<file path="config.mk">
export PLATFORM = sky130hd
export DESIGN_NAME = dcm_prog_ctrl_flat
export DESIGN_NICKNAME = d
export VERILOG_FILES = /design/src/rtl/dcm_prog_if.sv /design/src/rtl/dcm_prog_ctrl.sv /design/src/flat_wrapper.sv
export SDC_FILE = /design/constraint.sdc
export NUM_CORES = 1
export LEC_CHECK = 0
export ABC_AREA = 0
export BUFFER_PORTS_ARGS = -buffer_cell sky130_fd_sc_hd__buf_2
export CAP_MARGIN = 0
export CORE_ASPECT_RATIO = 0.6
export CORE_MARGIN = 5
export CORE_UTILIZATION = 55
export DETAILED_ROUTE_END_ITERATION = 10
export PLACE_DENSITY = 0.88
export SLEW_MARGIN = 15
export SYNTH_ARGS = -nofsm -noshare
export SYNTH_HDL_FRONTEND = slang
export SYNTH_SLANG_ARGS = --single-unit
</file>
<file path="constraint.sdc">
create_clock -name clk -period 2.75 [get_ports clk]
set_clock_uncertainty 0.1 [all_clocks]
set_input_delay 0.275 -clock clk [delete_from_list [all_inputs] [get_ports clk]]
set_output_delay 0.275 -clock clk [all_outputs]
set_load 0.01 [all_outputs]
</file>
<file path="src/rtl/dcm_prog_if.sv">
// Request/feedback bundle between a requester, dcm_prog_ctrl and the clock divider.
interface dcm_prog_if;
  logic       inc_req;
  logic       dec_req;
  logic       load_req;
  logic [2:0] load_val;
  logic [2:0] prog_out_fb;
  logic       update;
  logic [2:0] prog_in;
  logic [2:0] cur_prog;
  logic       busy;
  logic       done;
  logic       err;
  logic       rej;

  modport master (
    output inc_req, dec_req, load_req, load_val, prog_out_fb,
    input  update, prog_in, cur_prog, busy, done, err, rej
  );

  modport slave (
    input  inc_req, dec_req, load_req, load_val, prog_out_fb,
    output update, prog_in, cur_prog, busy, done, err, rej
  );
endinterface

</file>
<file path="src/rtl/dcm_prog_ctrl.sv">
// Arbitrates inc/dec/load requests for the divider code, pulses update, then confirms
// the change through prog_out feedback with a timeout.
module dcm_prog_ctrl #(
  parameter int unsigned TIMEOUT_CYC = 16,
  parameter int unsigned CNT_W       = 8
) (
  input logic       clk,
  input logic       rst,
  dcm_prog_if.slave bus
);

  typedef enum logic [1:0] {StIdle, StIssue, StWait, StDone} state_e;

  state_e             state_q, state_d;
  logic [2:0]         prog_in_q, prog_in_d;
  logic [2:0]         cur_prog_q, cur_prog_d;
  logic [CNT_W-1:0]   cnt_q, cnt_d;
  logic               update_q, update_d;
  logic               busy_q, busy_d;
  logic               done_q, done_d;
  logic               err_q, err_d;
  logic               rej_q, rej_d;

  logic               accept;
  logic [2:0]         target;
  logic               any_req;

  always_comb begin
    state_d    = state_q;
    prog_in_d  = prog_in_q;
    cur_prog_d = cur_prog_q;
    cnt_d      = cnt_q;
    err_d      = err_q;
    accept     = 1'b0;
    target     = cur_prog_q;
    any_req    = bus.load_req | bus.inc_req | bus.dec_req;

    unique case (state_q)
      StIdle: begin
        // inc and dec together cancel unless a load overrides both
        if (bus.load_req) begin
          accept = 1'b1;
          target = bus.load_val;
        end else if (bus.inc_req && !bus.dec_req) begin
          accept = 1'b1;
          target = (cur_prog_q == 3'd7) ? 3'd7 : cur_prog_q + 3'd1;
        end else if (bus.dec_req && !bus.inc_req) begin
          accept = 1'b1;
          target = (cur_prog_q == 3'd0) ? 3'd0 : cur_prog_q - 3'd1;
        end
        if (accept) begin
          err_d     = 1'b0;
          prog_in_d = target;
          state_d   = (target == cur_prog_q) ? StDone : StIssue;
        end
      end
      StIssue: begin
        cnt_d   = '0;
        state_d = StWait;
      end
      StWait: begin
        cnt_d = cnt_q + CNT_W'(1);
        if (bus.prog_out_fb == prog_in_q) begin
          cur_prog_d = prog_in_q;
          state_d    = StDone;
        end else if (cnt_q == CNT_W'(TIMEOUT_CYC - 1)) begin
          err_d      = 1'b1;
          cur_prog_d = bus.prog_out_fb;
          state_d    = StIdle;
        end
      end
      StDone:  state_d = StIdle;
      default: state_d = StIdle;
    endcase

    rej_d    = (state_q != StIdle) && any_req;
    update_d = (state_d == StIssue);
    done_d   = (state_d == StDone);
    busy_d   = (state_d != StIdle);
  end

  always_ff @(posedge clk or posedge rst) begin
    if (rst) begin
      state_q    <= StIdle;
      prog_in_q  <= 3'd0;
      cur_prog_q <= 3'd0;
      cnt_q      <= '0;
      update_q   <= 1'b0;
      busy_q     <= 1'b0;
      done_q     <= 1'b0;
      err_q      <= 1'b0;
      rej_q      <= 1'b0;
    end else begin
      state_q    <= state_d;
      prog_in_q  <= prog_in_d;
      cur_prog_q <= cur_prog_d;
      cnt_q      <= cnt_d;
      update_q   <= update_d;
      busy_q     <= busy_d;
      done_q     <= done_d;
      err_q      <= err_d;
      rej_q      <= rej_d;
    end
  end

  assign bus.update   = update_q;
  assign bus.prog_in  = prog_in_q;
  assign bus.cur_prog = cur_prog_q;
  assign bus.busy     = busy_q;
  assign bus.done     = done_q;
  assign bus.err      = err_q;
  assign bus.rej      = rej_q;

endmodule

</file>
<file path="src/flat_wrapper.sv">
// flat-port wrapper written by rule: the top's interface ports become plain ports
module dcm_prog_ctrl_flat 
#(
  parameter int unsigned TIMEOUT_CYC = 16,
  parameter int unsigned CNT_W       = 8
)
  (clk, rst, bus_inc_req, bus_dec_req, bus_load_req, bus_load_val, bus_prog_out_fb, bus_update, bus_prog_in, bus_cur_prog, bus_busy, bus_done, bus_err, bus_rej);
  dcm_prog_if bus_i ();
  input logic clk;
  input logic rst;
  input wire logic [$bits(bus_i.inc_req)-1:0] bus_inc_req;
  input wire logic [$bits(bus_i.dec_req)-1:0] bus_dec_req;
  input wire logic [$bits(bus_i.load_req)-1:0] bus_load_req;
  input wire logic [$bits(bus_i.load_val)-1:0] bus_load_val;
  input wire logic [$bits(bus_i.prog_out_fb)-1:0] bus_prog_out_fb;
  output wire logic [$bits(bus_i.update)-1:0] bus_update;
  output wire logic [$bits(bus_i.prog_in)-1:0] bus_prog_in;
  output wire logic [$bits(bus_i.cur_prog)-1:0] bus_cur_prog;
  output wire logic [$bits(bus_i.busy)-1:0] bus_busy;
  output wire logic [$bits(bus_i.done)-1:0] bus_done;
  output wire logic [$bits(bus_i.err)-1:0] bus_err;
  output wire logic [$bits(bus_i.rej)-1:0] bus_rej;
  assign bus_i.inc_req = bus_inc_req;
  assign bus_i.dec_req = bus_dec_req;
  assign bus_i.load_req = bus_load_req;
  assign bus_i.load_val = bus_load_val;
  assign bus_i.prog_out_fb = bus_prog_out_fb;
  assign bus_update = bus_i.update;
  assign bus_prog_in = bus_i.prog_in;
  assign bus_cur_prog = bus_i.cur_prog;
  assign bus_busy = bus_i.busy;
  assign bus_done = bus_i.done;
  assign bus_err = bus_i.err;
  assign bus_rej = bus_i.rej;
  dcm_prog_ctrl #(.TIMEOUT_CYC(TIMEOUT_CYC), .CNT_W(CNT_W)) u_core (.clk(clk), .rst(rst), .bus(bus_i));
endmodule
</file>
# Word level (Yosys, flattened, before mapping)

Cells that the tools add are included.

Bitwise gates (word level): 2
Multiplexer cells: 22
Eq/ne operators: 12
Reductions and logical operators: 15
Add/sub/neg operators: 3

Operators by type and width:

| kind                | count |
|---|---|
| $mux 3              | 8 |
| $pmux 8 s2          | 1 |
| $reduce_bool 2->1   | 5 |
| $add 8x1->8 const B | 1 |
| $eq 8x4->1 const B  | 1 |
| $mux 2              | 4 |
| $pmux 2 s4          | 1 |
| $mux 1              | 7 |
| $eq 2x2->1 const B  | 3 |
| $eq 3x3->1          | 2 |
| $eq 2x1->1 const B  | 2 |
| $ne 2x1->1 const B  | 2 |
| $reduce_and 2->1    | 2 |
| $reduce_and 4->1    | 1 |
| $add 3x1->3 const B | 1 |
| $eq 3x3->1 const B  | 1 |
| $logic_and 1x1->1   | 3 |
| $logic_not 3->1     | 1 |
| $sub 3x1->3 const B | 1 |
| $logic_not 1->1     | 2 |
| $logic_not 2->1     | 1 |
| $ne 2x2->1 const B  | 1 |
| $or 1x1->1          | 2 |
| $pmux 1 s2          | 1 |

Word-level logic and storage cells: 63
Bits in registers: 21
Output and inout port bits: 11
Input port bits: 11

# Logic depth before layout (Yosys ltp)

Word-level depth: 11
Gate-level depth with buffers: 9
Mapped depth without buffers: 9

# Worst setup path after synthesis

Ideal clock, no wire load.

Path kind: register to register
Start point: reg u_core.cur_prog_q[0], in the netlist u_core.bus.cur_prog[0]
End point: reg u_core.update_q, in the netlist u_core.bus.update
Path slack: 543 ps
Path buffers: 0
Data required time: 2524 ps
Arrival: 1981 ps
Clock period less this slack: 2207 ps
Stages on the path, launching flop included: 9
Setup time: 126 ps
Cell sequence: dfrtp_1 inv_1 ha_1 ha_1 and2b_1 a211oi_1 o311ai_1 nand3_1 o311a_1

Word-level cells in the longest chain between the ends: 11
Elaborated cells on any way between the ends: 15
Those cells by class: add/sub: 2; eq/ne: 3; mux: 9; reduce/logical: 1

RTL lines:

| what                                           | RTL line            | source |
|---|---|---|
| from (decl)                                    | dcm_prog_ctrl.sv:16 | `logic [2:0] cur_prog_q, cur_prog_d;` |
| from (signal assigned)                         | dcm_prog_ctrl.sv:96 | `cur_prog_q <= cur_prog_d;` |
| $sub 3x1->3 or $logic_not 3->1 (tied branches) | dcm_prog_ctrl.sv:49 | `target = (cur_prog_q == 3'd0) ? 3'd0 : cur_prog_q - 3'd1;` |
| $mux 3                                         | dcm_prog_ctrl.sv:49 |  |
| $mux 3                                         | dcm_prog_ctrl.sv:47 | `end else if (bus.dec_req && !bus.inc_req) begin` |
| $mux 3                                         | dcm_prog_ctrl.sv:44 | `end else if (bus.inc_req && !bus.dec_req) begin` |
| $mux 3                                         | dcm_prog_ctrl.sv:41 | `if (bus.load_req) begin` |
| $mux 3                                         | dcm_prog_ctrl.sv:38 | `unique case (state_q)` |
| $eq 3x3->1 *                                   | dcm_prog_ctrl.sv:54 | `state_d = (target == cur_prog_q) ? StDone : StIssue;` |
| $mux 2 *                                       | dcm_prog_ctrl.sv:54 |  |
| $mux 2 *                                       | dcm_prog_ctrl.sv:51 | `if (accept) begin` |
| $pmux 2 s4 *                                   | dcm_prog_ctrl.sv:38 |  |
| $eq 2x1->1 *                                   | dcm_prog_ctrl.sv:77 | `update_d = (state_d == StIssue);` |
| via u_core.update_d                            | dcm_prog_ctrl.sv:18 | `logic update_q, update_d;` |
| to (signal assigned)                           | dcm_prog_ctrl.sv:98 | `update_q <= update_d;` |
| to (decl)                                      | dcm_prog_ctrl.sv:18 |  |

Mark *: on every way through the listed nets, which the timed path passes. The rest lies on a longest branch. The select of a mux whose other input is x is not followed.
A chain may end at the register's enable or synchronous reset.

# Worst setup path after layout

Same ends and word-level chain as after synthesis.

==> flow_metrics.py <==
metrics = {
    "place": {
        "place_congestion": 0.880,
        "dp_hpwl_um": 2650,
        "numPlacedInstances": 201,
        "port_buffers": 21,
        "place_area_um2": 1500,
        "dp_slack_ps": 363,
    },
    "die": {
        "initial_core_util_pct": 56.0,
        "num_io_pins": 22,
        "chipHeight_um": 48.7,
        "fp-row-count": 14,
        "die-area_um2": 3630,
        "die_x_um": 74.5,
        "coreArea_um2": 2450,
    },
    "synth": {
        "synth_area_leaders": "dfrtp_1 38%, ha_1 10%, nand2_1 4.6%, o21ai_0 4.4%, inv_1 4.1%",
        "netlist_area_um2": 1370,
        "ys_async_sr_fraction_pct": 100,
        "ys_top_cells_by_count": "21 x dfrtp_1, 17 x nand2_1, 15 x inv_1",
        "synth-edff-count": 0,
        "ys_ff_latch": 21,
        "synth_top_area_share_pct": 38.3,
        "ys_types": 36,
        "ys_warn_count": 0,
        "avgSynthCellArea_um2": 8.98,
        "synth_cells": 153,
        "synth_most_common_cell": "dfrtp_1",
        "ys.flop_type": "dfrtp_1",
        "synth_top_cell_by_area": "dfrtp_1",
        "syn_nets": 175,
        "ys_seq_area_share_pct": 38.3,
    },
    "global_routing": {
        "grt_antenna_before_repair": 0,
        "grt_max_degree": 22,
        "grt_pass1_vias": 1237,
        "grt_pass1_wl_um": 5780,
        "track_usage_pct": 20.5,
        "grt_overflow": 0,
    },
    "outcome": {
        "outcome": "finished clean",
    },
    "run": {
        "maxCapViolCount": 0,
    },
    "clocking": {
        "cts.reportedPaths.clkPinSlew_ps": 80,
        "cts_setup_buffers": 0,
        "root_buffer": "clkbuf_8",
        "htree_levels": 1,
        "cts.sinks": 21,
        "cts_buffer_depth": 2,
        "tritoncts": "built",
        "worstSkewPairLatency_ps": 270,
        "cts_hold_buf": 0,
        "cts_made_buffers": 3,
        "cts.repair.resized": 0,
    },
    "layout": {
        "nNetsFinal": 196,
        "instances_no_fill": 205,
        "final_area_um2": 1540,
        "utilization_pct": 63.0,
        "drive_above_1_share_pct": 16.2,
        "fillers": 210,
        "syn2layout_area_growth_pct": 12.4,
        "n_antenna_cell": 0,
    },
    "power": {
        "power.density_nw_per_um2": 984,
        "total_power_mw": 1.52,
        "leakage_nw": 0.747,
        "ir_drop_v": 0.000565,
    },
    "timing": {
        "max_freq_mhz": 411,
        "slew_violations": 0,
        "setup_tns_ps": 0,
        "max_slew_margin_pct": 44.9,
        "setup_violations": 0,
        "hold_viol_final": 0,
        "fin_crit_ps": 2430,
        "rsz0062_at_grt": "no",
        "period_share_pct": 88.5,
        "hold_slack_ps": 53.5,
        "worst_pin_slew_ps": 826,
        "worst_slack_ps": 317,
    },
    "routing": {
        "wl_per_cell_um": 17.0,
        "avgViaCountPerCell": 6.23,
        "drc_errors": 0,
        "num_vias": 1278,
        "drt-total-wl_um": 3480,
        "ant_nets": 0,
        "first_pass_iters": 5,
        "first_iter_violations": 98,
    },
    "min_path": {
        "hp-class": "input port to asynchronous set/reset pin",
    },
    "critical_path": {
        "crit_path_start_kind": "flip-flop",
        "crit_required_ps": 2810,
        "setup.worst_path.end_class": "flip-flop",
        "r2r_slack_ps": 320,
        "rr_startpoint": "u_core.bus.cur_prog[0]",
        "timing.rr.end": "u_core.bus.update",
        "worstPathMaxFanout": 8,
        "arrival_ps": 2490,
        "crit_type": "flip-flop to flip-flop",
        "reg2reg_depth": 8,
    },
}
## critical path: stages, from the launching register on
cell	delay (ps)
dfrtp_1	490
inv_1	110
ha_1	270
ha_1	210
and2b_1	210
a211oi_1	90
o311ai_1	340
nand3_1	150
o311a_1	360
## state kept, by name (all words and copies together), names as in the netlist
name	count
u_core.bus.rej	1
u_core.bus.err	1
u_core.bus.done	1
u_core.cnt_q	8
u_core.bus.update	1
u_core.bus.cur_prog	3
u_core.bus.busy	1
u_core.state_q	2
u_core.bus.prog_in	3
## layout make-up
cell class | instances | area (µm²) | area share [%]
inverter | 15 | 56.3 | 3.65
multi-input combinational | 112 | 772 | 50.0
timing repair buffer | 21 | 105 | 6.81
sequential | 21 | 526 | 34.0
clock buffer | 4 | 45.0 | 2.92
tap | 32 | 40.0 | 2.59
## cell usage in the layout (no fill, tap or decap), drive strengths merged, types with 4 or more instances in the layout
cell | synthesis | layout
a21oi | 7 | 7
a31oi | 6 | 6
buf | 1 | 21
clkbuf | 4 | 4
dfrtp | 21 | 21
ha | 11 | 11
inv | 15 | 15
nand2 | 17 | 17
nand2b | 5 | 5
nand3 | 6 | 6
nor2 | 7 | 7
o21ai | 12 | 12
xnor2 | 6 | 6
## report_power, final
group | internal [mW] | leakage, nW | total (mW) | switching, mW
Sequential | 0.403 | 0.267 | 0.502 | 0.0991
Combinational | 0.323 | 0.457 | 0.805 | 0.482
Clock | 0.104 | 0.0228 | 0.213 | 0.109
## per-layer routing
metal  routed length (µm)  vias up  share of wire [%]  global-route usage, %
li1                     -      581                  -                      -
met1                 1420      613                 41                   28.1
met2                 1660       76                 48                   32.8
met3                  358        8                 10                   5.17
met4                   41        0                1.2                   4.14
met5                    0        -                  0                      0
## how the worst max path moves through the flow
stage / from / to / slack (ps) / cells after the start
finish: u_core.bus.cur_prog[0] / u_core.bus.update / 320 / 8
global route: u_core.bus.cur_prog[0] / u_core.bus.update / 210 / 8
CTS: u_core.bus.cur_prog[0] / u_core.bus.update / 360 / 8
detailed placement: u_core.bus.cur_prog[0] / u_core.bus.update / 360 / 8
global placement: u_core.bus.cur_prog[0] / u_core.bus.update / 510 / 8
floorplan: u_core.bus.cur_prog[0] / u_core.bus.update / 540 / 8
## kinds of logic after synthesis
| family | count (synthesis) | synth area share [%] |
|---|---|---|
| and+or+nand+nor | 48 | 17.9 |
| AOI/OAI and AO/OA | 42 | 20.5 |
| DFF | 21 | 38.3 |
| buffers and inverters | 20 | 5.55 |
| adders and majority gates | 11 | 10.0 |
| xor gates and xnor gates | 6 | 3.83 |
| muxes | 5 | 3.92 |
Note: power is estimated with default switching activity, not from simulation.
